File: src/rtl/pc_pkg.sv
// Shared definitions for the fetch-stage program-counter unit.
//   pc_sel_e        : next-PC source select, in descending priority order
//   PC_RESET_VEC    : default PC after reset
//   PC_EXC_VEC      : default exception entry point (truncated to the PC width by users)
//   PC_STEP         : default sequential increment in bytes
package pc_pkg;

  typedef enum logic [2:0] {
    PC_SEL_RESET,
    PC_SEL_EXC,
    PC_SEL_HOLD,
    PC_SEL_REDIR,
    PC_SEL_RAS,
    PC_SEL_SEQ
  } pc_sel_e;

  localparam logic [31:0] PC_RESET_VEC = 32'h0000_0000;
  localparam logic [31:0] PC_EXC_VEC   = 32'h0000_0180;
  localparam int unsigned PC_STEP      = 4;

endpackage

File: src/rtl/pc_ras.sv
// Circular return-address stack for call/return prediction.
//   clk_i        : clock, all state on the rising edge
//   rst_ni       : synchronous active-low reset, clears pointer, count and all entries
//   push_i       : write push_data_i above the current top (overwrites oldest when full)
//   pop_i        : drop the top entry (ignored when empty)
//   replace_i    : overwrite the top entry in place, count unchanged
//   clear_i      : empty the stack (count to zero), takes priority over other requests
//   push_data_i  : data for push/replace
//   top_o        : entry at the stack pointer
//   empty_o      : no valid entries
//   full_o       : DEPTH valid entries
module pc_ras
  import pc_pkg::*;
#(
  parameter int unsigned WIDTH = 32,
  parameter int unsigned DEPTH = 4
) (
  input  logic             clk_i,
  input  logic             rst_ni,
  input  logic             push_i,
  input  logic             pop_i,
  input  logic             replace_i,
  input  logic             clear_i,
  input  logic [WIDTH-1:0] push_data_i,
  output logic [WIDTH-1:0] top_o,
  output logic             empty_o,
  output logic             full_o
);

  localparam int unsigned PtrW = $clog2(DEPTH);
  localparam int unsigned CntW = $clog2(DEPTH + 1);
  localparam logic [CntW-1:0] CntMax = CntW'(DEPTH);

  logic [WIDTH-1:0] mem_q [DEPTH];
  logic [WIDTH-1:0] mem_d [DEPTH];
  logic [PtrW-1:0]  ptr_q, ptr_d;
  logic [CntW-1:0]  cnt_q, cnt_d;

  always_comb begin
    mem_d = mem_q;
    ptr_d = ptr_q;
    cnt_d = cnt_q;
    if (clear_i) begin
      cnt_d = '0;
    end else if (push_i) begin
      // Pointer wraps naturally, so a push into a full stack lands on the oldest entry.
      ptr_d        = ptr_q + 1'b1;
      mem_d[ptr_d] = push_data_i;
      if (cnt_q != CntMax) begin
        cnt_d = cnt_q + 1'b1;
      end
    end else if (replace_i) begin
      mem_d[ptr_q] = push_data_i;
    end else if (pop_i && (cnt_q != '0)) begin
      ptr_d = ptr_q - 1'b1;
      cnt_d = cnt_q - 1'b1;
    end
  end

  always_ff @(posedge clk_i) begin
    if (!rst_ni) begin
      ptr_q <= '0;
      cnt_q <= '0;
      for (int i = 0; i < int'(DEPTH); i++) begin
        mem_q[i] <= '0;
      end
    end else begin
      ptr_q <= ptr_d;
      cnt_q <= cnt_d;
      mem_q <= mem_d;
    end
  end

  assign top_o   = mem_q[ptr_q];
  assign empty_o = (cnt_q == '0);
  assign full_o  = (cnt_q == CntMax);

endmodule

File: src/rtl/pc_unit.sv
// Fetch-stage program counter with prioritised redirects and optional return-address stack.
// Build option: define PC_RAS_EN to instantiate the RAS; otherwise call/ret are ignored and
// the RAS outputs are tied to their reset values.
//   clk             : clock, all state on the rising edge
//   clr_n           : synchronous active-low reset
//   stall           : hold PC, RAS and underflow flag
//   exc             : load EXC_VEC, clear RAS (overrides stall)
//   redirect_valid  : taken branch/jump to redirect_target
//   redirect_target : redirect address, used as-is
//   call            : redirect is a call, push pc_out + STEP
//   ret             : return, next PC from RAS top
//   pc_out          : registered fetch address
//   ras_top         : current RAS top entry
//   ras_empty       : RAS holds no entries
//   ras_full        : RAS holds RAS_DEPTH entries
//   ras_underflow   : sticky, set by a ret against an empty RAS
module pc_unit
  import pc_pkg::*;
#(
  parameter int unsigned      WIDTH     = 32,
  parameter int unsigned      STEP      = PC_STEP,
  parameter logic [WIDTH-1:0] RESET_VEC = WIDTH'(PC_RESET_VEC),
  parameter logic [WIDTH-1:0] EXC_VEC   = WIDTH'(PC_EXC_VEC),
  parameter int unsigned      RAS_DEPTH = 4
) (
  input  logic             clk,
  input  logic             clr_n,
  input  logic             stall,
  input  logic             exc,
  input  logic             redirect_valid,
  input  logic [WIDTH-1:0] redirect_target,
  input  logic             call,
  input  logic             ret,
  output logic [WIDTH-1:0] pc_out,
  output logic [WIDTH-1:0] ras_top,
  output logic             ras_empty,
  output logic             ras_full,
  output logic             ras_underflow
);

  pc_sel_e          sel;
  logic [WIDTH-1:0] pc_q, pc_d, pc_seq;
  logic [WIDTH-1:0] ras_top_int;
  logic             ras_hit;

  assign pc_seq = pc_q + WIDTH'(STEP);

`ifdef PC_RAS_EN
  logic ras_empty_int, ras_full_int;
  logic ras_active, ras_push, ras_pop, ras_replace;
  logic underflow_q, underflow_d;

  // Call/ret only act in a cycle that is neither stalled nor taking an exception.
  assign ras_active  = ~stall & ~exc;
  assign ras_hit     = ret & ~redirect_valid & ~ras_empty_int;
  assign ras_push    = ras_active & redirect_valid & call;
  assign ras_pop     = ras_active & ras_hit & ~call;
  // call+ret without redirect: return through the top and leave the new return address there.
  assign ras_replace = ras_active & ras_hit & call;
  assign underflow_d = underflow_q | (ras_active & ret & ~redirect_valid & ras_empty_int);

  pc_ras #(
    .WIDTH (WIDTH),
    .DEPTH (RAS_DEPTH)
  ) u_ras (
    .clk_i       (clk),
    .rst_ni      (clr_n),
    .push_i      (ras_push),
    .pop_i       (ras_pop),
    .replace_i   (ras_replace),
    .clear_i     (exc),
    .push_data_i (pc_seq),
    .top_o       (ras_top_int),
    .empty_o     (ras_empty_int),
    .full_o      (ras_full_int)
  );

  always_ff @(posedge clk) begin
    if (!clr_n) begin
      underflow_q <= 1'b0;
    end else begin
      underflow_q <= underflow_d;
    end
  end

  assign ras_top       = ras_top_int;
  assign ras_empty     = ras_empty_int;
  assign ras_full      = ras_full_int;
  assign ras_underflow = underflow_q;
`else
  logic        unused_ras_inputs;
  logic [31:0] unused_ras_depth;

  assign unused_ras_inputs = call ^ ret;
  assign unused_ras_depth  = RAS_DEPTH;
  assign ras_hit           = 1'b0;
  assign ras_top_int       = '0;
  assign ras_top           = '0;
  assign ras_empty         = 1'b1;
  assign ras_full          = 1'b0;
  assign ras_underflow     = 1'b0;
`endif

  always_comb begin
    sel = PC_SEL_SEQ;
    if (!clr_n) begin
      sel = PC_SEL_RESET;
    end else if (exc) begin
      sel = PC_SEL_EXC;
    end else if (stall) begin
      sel = PC_SEL_HOLD;
    end else if (redirect_valid) begin
      sel = PC_SEL_REDIR;
    end else if (ras_hit) begin
      sel = PC_SEL_RAS;
    end
  end

  always_comb begin
    pc_d = pc_seq;
    unique case (sel)
      PC_SEL_RESET: pc_d = RESET_VEC;
      PC_SEL_EXC:   pc_d = EXC_VEC;
      PC_SEL_HOLD:  pc_d = pc_q;
      PC_SEL_REDIR: pc_d = redirect_target;
      PC_SEL_RAS:   pc_d = ras_top_int;
      PC_SEL_SEQ:   pc_d = pc_seq;
      default:      pc_d = pc_seq;
    endcase
  end

  always_ff @(posedge clk) begin
    if (!clr_n) begin
      pc_q <= RESET_VEC;
    end else begin
      pc_q <= pc_d;
    end
  end

  assign pc_out = pc_q;

endmodule

File: config.mk
export PLATFORM = sky130hd
export DESIGN_NAME = pc_unit
export DESIGN_NICKNAME = d
export VERILOG_FILES = /design/src/rtl/pc_pkg.sv /design/src/rtl/pc_ras.sv /design/src/rtl/pc_unit.sv
export SDC_FILE = /design/constraint.sdc
export NUM_CORES = 1
export LEC_CHECK = 0
export ABC_AREA = 0
export BUFFER_PORTS_ARGS = -buffer_cell sky130_fd_sc_hd__buf_2
export CAP_MARGIN = 15
export CORE_UTILIZATION = 40
export CTS_BUF_LIST = sky130_fd_sc_hd__clkbuf_4 sky130_fd_sc_hd__clkbuf_8 sky130_fd_sc_hd__clkbuf_16
export DETAILED_ROUTE_END_ITERATION = 12
export PLACE_DENSITY = 0.73
export RECOVER_POWER = 100
export SLEW_MARGIN = 20
export SYNTH_ARGS = -nofsm -noshare
export SYNTH_HDL_FRONTEND = slang
export SYNTH_SLANG_ARGS = --single-unit
File: constraint.sdc
create_clock -name clk -period 1.9 [get_ports clk]
set_input_delay 0.095 -clock clk [delete_from_list [all_inputs] [get_ports clk]]
set_output_delay 0.095 -clock clk [all_outputs]
set_load 0.02 [all_outputs]
==> results of run 1 <==
==> per-stage QoR <==
step                      utilization (%)  setup TNS, ps  power, uW
after floorplan                         -           -117        994
after global placement               52.0              0       1050
after detailed placement             52.0          -39.4       1060
after CTS                            54.2              0       1730
after global routing                 54.7           -105       1800
final                                54.7              0       1740
==> synth_stat cells, drive strengths merged <==
| cell type | instances | share of area, % |
|---|---|---|
| buf | 39 | 12 |
| o22a | 5 | 2.0 |
| nand2b | 2 | 0.56 |
| nor4b | 1 | 0.39 |
| o22ai | 7 | 2.0 |
| o41ai | 1 | 0.39 |
| nor2 | 43 | 7.2 |
| and2 | 2 | 0.56 |
| a221oi | 1 | 0.39 |
| or4 | 2 | 0.84 |
| conb | 2 | 0.34 |
| o21bai | 1 | 0.34 |
| o2bb2a | 2 | 0.90 |
| o211a | 1 | 0.45 |
| and3 | 4 | 1.1 |
| xor2 | 3 | 1.2 |
| inv | 10 | 1.7 |
| o311a | 1 | 0.45 |
| a21oi | 33 | 7.4 |
| xnor2 | 3 | 1.2 |
| or2 | 2 | 0.56 |
| or3b | 1 | 0.39 |
| nand4 | 8 | 2.5 |
| nor2b | 4 | 1.1 |
| o21ai | 10 | 2.2 |
| o311ai | 2 | 0.78 |
| nand2 | 9 | 1.5 |
| a2bb2oi | 2 | 0.78 |
| ha | 1 | 0.56 |
| nand3 | 13 | 2.9 |
| nor3 | 3 | 0.67 |
| a21o | 3 | 1.0 |
| nor4 | 5 | 2.6 |
| o21a | 2 | 0.67 |
| o211ai | 1 | 0.34 |
| a31oi | 10 | 2.8 |
| mux2i | 5 | 2.2 |
| a22oi | 11 | 3.7 |
| and4 | 1 | 0.39 |
| dfxtp | 32 | 29 |
| clkbuf | 10 | 1.7 |
==> logic make-up after synthesis <==
| logic type | after synthesis |
|---|---|
| xor gates and xnor gates | 6 |
| adders and majority gates | 1 |
| buffers and inverters | 59 |
| DFF | 32 |
| muxes | 5 |
| and+or+nand+nor | 100 |
| AOI/OAI and AO/OA | 93 |
| other | 2 |
==> layer usage <==
metal / GRT usage (%) / share of wire (%) / routed length (um)
met4: 8.65 / 2.4 / 161
met1: 27.8 / 42 / 2810
met3: 5.12 / 7.0 / 472
met5: 0 / 0 / 0
met2: 38.6 / 49 / 3300
==> what timing repair did <==
action,4_1_cts,5_1_grt
pin swaps,1,4
setup buffers,0,1
gates resized for setup,0,8
setup endpoints to repair,3,10
==> area by class of cell <==
cell class	count	area [um^2]	area share (%)
clock buffer	6	76.3	2.67
clock inverter	2	35.0	1.22
inverter	10	37.5	1.31
multi-input combinational	240	1430	50.0
sequential	32	652	22.8
tap	70	87.6	3.06
timing repair buffer	99	544	19.0
==> power by group through the flow <==
stage               logic (uW)  clock network [uW]  registers, uW
finish                     336                 691            711
global route               365                 723            715
CTS                        333                 690            710
detailed placement         332                   0            726
global placement           326                   0            726
floorplan                  241                   0            754
==> how the worst max path moves through the flow <==
stage,endpoint,slack [ps]
floorplan,pc_out[28],-70
finish,pc_out[28],30
global route,pc_out[22],-30
global placement,pc_out[28],5
CTS,pc_out[28],30
detailed placement,pc_out[28],-30
==> critical path, cell delays in order (launching register included) <==
cell,delay [ps]
dfxtp_4,360
ha_4,150
nand4_4,90
or4_4,540
or3b_4,410
xnor2_2,120
o22ai_1,90
==> reports/metrics.cfg, run 1 <==
[status]
status = complete, no violations

[synth]
ys_warn_count = 0
synth_seq_cells = 32
synthCells = 298
synth_cell_types = 47
ys_seq_area_share_pct = 28.7
synth_top_family_by_area = compound AO/OA/AOI/OAI gates
synthSimpleGateAreaFrac_pct = 23.4
synth-xor-area-share_pct = 2.35
netlist_area_um2 = 2230
synthMuxAreaShare_pct = 2.24
syn_area_per_cell_um2 = 7.49
synthAdderAreaFrac_pct = 0.560
synth_compound_area_share_pct = 26.6

[setup_path]
regToRegStartpoint = pc_out[2]
crit_required_ps = 2080
end_kind = flop
worstReg2RegEnd = pc_out[28]
path_class = flop to flop
worstPathMaxFanout = 4
rr_worst_depth = 6
ff2ff_setup_slack_ps = 30
worstSetupStartpointType = flop
arrival_ps = 2050
startpoint = pc_out[2]

[power]
seqPwrFrac_pct = 40.9
combinationalPowerShare_pct = 19.3
ir_drop_v = 0.000480
internal-power_uw = 1210
powerDensity_nw_per_um2 = 607
pwr-share-clk_pct = 39.7
switching_share_pct = 30.6
power_switching_uw = 532
p_leak_uw = 0.00127

[clock_tree]
cts_max_level = 2
cts_tree = yes
root_buffer = clkbuf_8
holdBufCountCts = 0
clock_latency_ps = 300
numCtsBuffers = 5
cts.clk_slew.worst_paths_ps = 70
cts_sinks = 32
clock_path_buffers = 2

[cells_and_area]
diodes = 0
stdcell_count = 459
final_common_cell = buf_2
syn_to_final_growth_pct = 28.2
fill_cells = 530
drive_above_1_share_pct = 26.2
finalInstanceArea_um2 = 2860
final_net_count = 428
largest_reg_flops = 32
final_cell_mix = buf_2, nor2_1, conb_1, a21oi_1, buf_4

[sta]
fin_skew_ps = 10.5
hold_viol = 0
hold_ws_ps = 40.8
fmax_mhz = 535
setup_slack_ps = 30.3
post-route-min-period_ps = 1870
rsz0062_at_grt = yes
worst_slew_pin_slew_ps = 546
relSlewSlack_pct = 63.2
setup_violations = 0
finalMaxSlewViolations = 0
fin_crit_sh_pct = 98.4

[flow_run]
drv_cap = 0

[floorplan]
initial_utilization_pct = 42.6
die-area_um2 = 5890
rows = 26
die_h_um = 76.7
core-area_um2 = 5240
io_pins = 106
die_x_um = 76.7

[placement]
port_buffers = 68
dp_slack_ps = -29.0
routabilityCongestion = 0.932
place_area_um2 = 2730
hpwlAfterDp_um = 4910
dp_cells = 450

[hold_path]
hold_path_end = pc_out[0]
min-delay-start = redirect_target[0]
hold_depth = 3
hold_path.class = input port to flop

[route]
detail_route.wl_per_cell_um = 14.7
drt_pass1_iterations = 4
route.detailed.drc = 0
drt-total-wl_um = 6730
drt_iter0_drc = 213
via_per_inst = 5.48
drtAntennaViolNets = 0
num_vias = 2514

[grt]
grt_pass1_wl_um = 10700
grt_pass1_vias = 2247
antenna_found_initial = 0
grt_max_degree = 19
overflow = 0
grt.total_usage_pct = 22.7

(Power assumes the default switching activity.)
==> run 2, diff against run 1 <==
- SETUP_SLACK_MARGIN: default -> 0.5
- SLEW_MARGIN: 20 -> 40
==> run 2 against run 1 <==
Clock power down 1%; die area unchanged; sequential power about the same; sequential cell count unchanged; via count increased by 2.6%; total power fell by 0.65%; largest power group unchanged.
==> reports/metrics.cfg, run 2 (synthesized netlist as in run 1, its figures left out) <==
[grt]
grt.total_usage_pct = 23.2  ; +0.48 points
grt_pass1_wl_um = 11000  ; +2.7%
overflow = 0  ; unchanged
grt_pass1_vias = 2282  ; +1.6%
antenna_found_initial = 0  ; unchanged
grt_max_degree = 18  ; -1

[placement]
routabilityCongestion = 0.916  ; -1.7%
dp_slack_ps = -27.1  ; +1.90 ps
port_buffers = 68  ; unchanged
dp_cells = 443  ; -1.6%
hpwlAfterDp_um = 4840  ; -1.4%

[clock_tree]
cts.clk_slew.worst_paths_ps = 70  ; about the same
cts_tree = yes
numCtsBuffers = 5  ; unchanged
cts_max_level = 2  ; unchanged
clock_path_buffers = 2  ; unchanged
cts_sinks = 32  ; unchanged
root_buffer = clkbuf_8
clock_latency_ps = 290  ; about the same

[cells_and_area]
ff_latch_area_um2 = 688  ; +5.6%
drive_above_1_share_pct = 32.9  ; +6.7 points
stdcell_count = 465  ; +1.3%
multiInputGateArea_um2 = 1550  ; +8.1%
largest_reg_flops = 32  ; unchanged
syn_to_final_growth_pct = 38.2
diodes = 0  ; unchanged
final_net_count = 434  ; +1.4%
final_common_cell = nor2_1
final_cell_mix = nor2_1, buf_2, conb_1, clkbuf_1, a21oi_1
fill_cells = 481  ; -9.2%

[floorplan]
die_x_um = 76.7  ; unchanged
core-area_um2 = 5240  ; unchanged
rows = 26  ; unchanged
io_pins = 106  ; unchanged
die_h_um = 76.7  ; unchanged
initial_utilization_pct = 42.6  ; unchanged
die-area_um2 = 5890  ; unchanged

[sta]
finalMaxSlewViolations = 0  ; unchanged
fmax_mhz = 530  ; -0.94%
relSlewSlack_pct = 47.1  ; -16 points
setup_violations = 0  ; unchanged
fin_crit_sh_pct = 99.3  ; +0.93 points
rsz0062_at_grt = yes
setup_slack_ps = 12.6  ; -17.7 ps
post-route-min-period_ps = 1890  ; +17.7 ps
worst_slew_pin_slew_ps = 793  ; +247 ps
hold_viol = 0  ; unchanged
fin_skew_ps = 8.01  ; -2.49 ps

[route]
drtAntennaViolNets = 0  ; unchanged
via_per_inst = 5.55  ; +1.3%
route.detailed.drc = 0  ; unchanged
detail_route.wl_per_cell_um = 15.3  ; +4.4%
drt-total-wl_um = 7120  ; +5.8%
num_vias = 2580  ; +2.6%
drt_iter0_drc = 218  ; +2.3%
drt_pass1_iterations = 6  ; +2

[power]
powerDensity_nw_per_um2 = 560  ; -7.8%
total_power_uw = 1730  ; -0.65%
p_leak_uw = 0.00130  ; +1.9%
ir_drop_v = 0.000328  ; -32%

[status]
status = complete, no violations

[setup_path]
path_class = flop to flop
worstSetupStartpointType = flop
arrival_ps = 2060  ; about the same
crit_required_ps = 2070  ; about the same
end_kind = flop
worstPathMaxFanout = 4  ; unchanged

[flow_run]
drv_cap = 0  ; unchanged

[hold_path]
hold_path.class = input port to flop

==> run 2: worst paths after layout <==
check / startpoint / end / slack, ps / cells past startpoint
worst max-delay path: pc_out[12] / pc_out[28] / 10 / 5
worst min-delay path: redirect_target[2] / pc_out[2] / 30 / 3
worst max register to register: pc_out[12] / pc_out[28] / 10 / 5
worst min register to register: pc_out[0] / pc_out[0] / 510 / 2
==> run 2: timing repair <==
action,4_1_cts,5_1_grt
buffers inserted,9,5
hold buffers,0,0
pin swaps,17,8
setup endpoints to repair,24,25
gates resized for setup,29,13
cloned,0,0
==> run 2: metal layers <==
metal / wire [um] / track usage [%] / up-vias / part of all wire (%)
li1: - / - / 1205 / -
met1: 2990 / 29.1 / 1221 / 42
met2: 3500 / 39.8 / 137 / 49
met3: 536 / 4.88 / 17 / 7.5
met4: 96 / 6.54 / 0 / 1.3
met5: 0 / 0 / - / 0
==> run 2: final cells by class <==
type | count | area share [%]
multi-input combinational | 240 | 50.1
sequential | 32 | 22.3
timing repair buffer | 105 | 19.9
tap | 70 | 2.84
clock buffer | 6 | 2.47
inverter | 10 | 1.22
clock inverter | 2 | 1.14
==> run 2: where the power goes <==
part           leakage (uW)  internal, uW  switching, uW
logic              0.000968           111            225
clock network     0.0000586           404            278
registers          0.000271           683           26.3
==> run 2: through the flow <==
step           area, um^2  setup TNS, ps  util [%]  hold slack (ps)
6_report             3090              0      58.9             34.3
3_5_place_dp         2740          -27.1      52.4              338
3_3_place_gp         2740              0      52.4              329
5_1_grt              3090          -13.7      58.9             27.2
4_1_cts              3030              0      57.9             34.7
2_1_floorplan        2460           -102         -              212
==> run 2: worst max-delay path: stages, from the launching register on <==
cell and delay [ps]:
dfxtp_2 340, nand4_1 170, or4_4 620, or3b_1 410
xnor2_1 160, o22ai_1 80
==> run 3, diff against run 2 <==
- CELL_PAD_IN_SITES_DETAIL_PLACEMENT: default -> 1
- CELL_PAD_IN_SITES_GLOBAL_PLACEMENT: default -> 2
- CORE_UTILIZATION: 40 -> 26
- HOLD_SLACK_MARGIN: default -> 0.08
- PLACE_DENSITY: 0.73 -> default
- PLACE_DENSITY_LB_ADDON: default -> 0.1
- clock period: 1.9 -> 2.27 ns (I/O delays scaled with it)
==> run 3 against run 2 <==
Non-clock buffer count decreased by 3; worst hold slack improved by 53 ps; largest power group unchanged; routed wire length increased by 13%; first-iteration DRC count decreased by 75%; die area increased by 52%; final cell count increased by 6.9%; final area decreased by 5.6%; total power decreased by 22%; highest routed layer unchanged.
==> reports/metrics.cfg, run 3 (synthesized netlist as in run 1, its figures left out) <==
[status]
status = complete, no violations

[clock_tree]
clock_path_buffers = 2  ; unchanged
numCtsBuffers = 5  ; unchanged
cts_max_level = 2  ; unchanged
root_buffer = clkbuf_8
cts_tree = yes
cts.clk_slew.worst_paths_ps = 80  ; about the same
cts_sinks = 32  ; unchanged
clock_latency_ps = 300  ; about the same

[setup_path]
regToRegStartpoint = pc_out[4]
worstPathMaxFanout = 7  ; +3
startpoint = pc_out[4]
path_class = flop to flop
worstSetupStartpointType = flop
end_kind = flop
worstReg2RegEnd = pc_out[27]
ff2ff_setup_slack_ps = 280  ; +260 ps
crit_required_ps = 2500  ; +430 ps
rr_worst_depth = 5  ; unchanged
arrival_ps = 2220  ; +160 ps

[placement]
routabilityCongestion = 0.724  ; -21%
port_buffers = 68  ; unchanged
place_area_um2 = 2650  ; -3.4%
hpwlAfterDp_um = 5710  ; +18%

[route]
drt_iter0_drc = 54  ; -75%
detail_route.wl_per_cell_um = 16.2  ; +5.5%
num_vias = 2448  ; -5.1%
drtAntennaViolNets = 0  ; unchanged
drt-total-wl_um = 8030  ; +13%
drt_pass1_iterations = 4  ; -2
route.detailed.drc = 0  ; unchanged
via_per_inst = 4.93  ; -11%

[sta]
fin_crit_sh_pct = 87.9  ; -11 points
relSlewSlack_pct = 47.7  ; +0.52 points
hold_viol = 0  ; unchanged
setup_violations = 0  ; unchanged
rsz0062_at_grt = yes
tns_ps = 0  ; unchanged
fmax_mhz = 501  ; -5.4%
worst_slew_pin_slew_ps = 785  ; -7.75 ps
post-route-min-period_ps = 1990  ; +107 ps
fin_skew_ps = 10.2  ; +2.21 ps
finalMaxSlewViolations = 0  ; unchanged

[power]
total_power_uw = 1350  ; -22%
ir_drop_v = 0.000179  ; -46%
p_leak_uw = 0.00121  ; -6.6%
powerDensity_nw_per_um2 = 465  ; -17%

[floorplan]
core-area_um2 = 8260  ; +58%
initial_utilization_pct = 27.0  ; -16 points
die-area_um2 = 8960  ; +52%
rows = 33  ; +27%
die_h_um = 94.7  ; +23%
io_pins = 106  ; unchanged
die_x_um = 94.7  ; +23%

[grt]
grt_max_degree = 23  ; +5
met2_usage_pct = 30.8  ; -9.0 points
overflow = 0  ; unchanged
grt_use_met3_pct = 2.82  ; -2.1 points
use_met1_pct = 23.0  ; -6.1 points
grt_pass1_vias = 2304  ; +0.96%
grt_pass1_wl_um = 12200  ; +11%
grt.total_usage_pct = 17.8  ; -5.4 points
top_usage_layer = met2
antenna_found_initial = 0  ; unchanged

[cells_and_area]
finalInstanceArea_um2 = 2910  ; -5.6%
diodes = 0  ; unchanged
final_net_count = 431  ; -0.69%
drive_above_1_share_pct = 25.0  ; -7.9 points
final_cell_mix = nor2_1, buf_2, conb_1, a21oi_1, clkbuf_1
final_common_cell = nor2_1
syn_to_final_growth_pct = 30.4
largest_reg_flops = 32  ; unchanged

[hold_path]
min-delay-start = redirect_target[20]
hold_path_end = pc_out[20]
hold_path.class = input port to flop
hold_depth = 3  ; unchanged

[flow_run]
drv_cap = 0  ; unchanged

==> run 3: critical path, cell delays in order, from the launching register on <==
cell	delay [ps]
dfxtp_1	480
and4_1	340
and2_0	400
nand3_2	130
or4_4	430
a31oi_1	160
==> run 3: worst max path at each step <==
stage,to,slack [ps]
after global placement,pc_out[28],250
after floorplan,pc_out[28],300
final,pc_out[27],280
after CTS,pc_out[28],300
after global routing,pc_out[27],170
after detailed placement,pc_out[28],220
==> run 3: routing by layer <==
metal	part of all wire, %	vias up	wire, um
met5	0	-	0
li1	-	1202	-
met2	50	66	3980
met3	3.7	7	295
met4	0.77	0	62
met1	46	1173	3700
==> run 3: power by group <==
part | total (uW) | switching, uW | internal (uW)
sequential | 597 | 22.4 | 575
clock | 478 | 235 | 242
combinational | 280 | 186 | 93.9
==> run 3: area by class of cell <==
class                   count  area [um^2]
flip-flops and latches     32          668
repair buffers            102          557
well taps                 105          131
multi-input cells         240         1430
fillers                  1038         5350
inverters                  10         37.5
clock buffers               6         82.6
clock inverters             2         10.0
==> run 3: per-stage QoR <==
step	util (%)	hold slack, ps	std cells	setup slack, ps
after floorplan	-	231	331	302
after global placement	32.1	348	468	245
after detailed placement	32.1	350	468	220
after CTS	34.5	90.8	488	304
after global routing	35.3	94.2	497	169
final	35.3	87.5	497	275
==> run 3: timing repair <==
action / 4_1_cts / 5_1_grt
hold buffers: 5 / 0
hold endpoints to repair: 5 / 0
pin swaps: 9 / 9
endpoints found under the setup margin: 10 / 14
buffers inserted: 7 / 9
resized for setup: 4 / 17
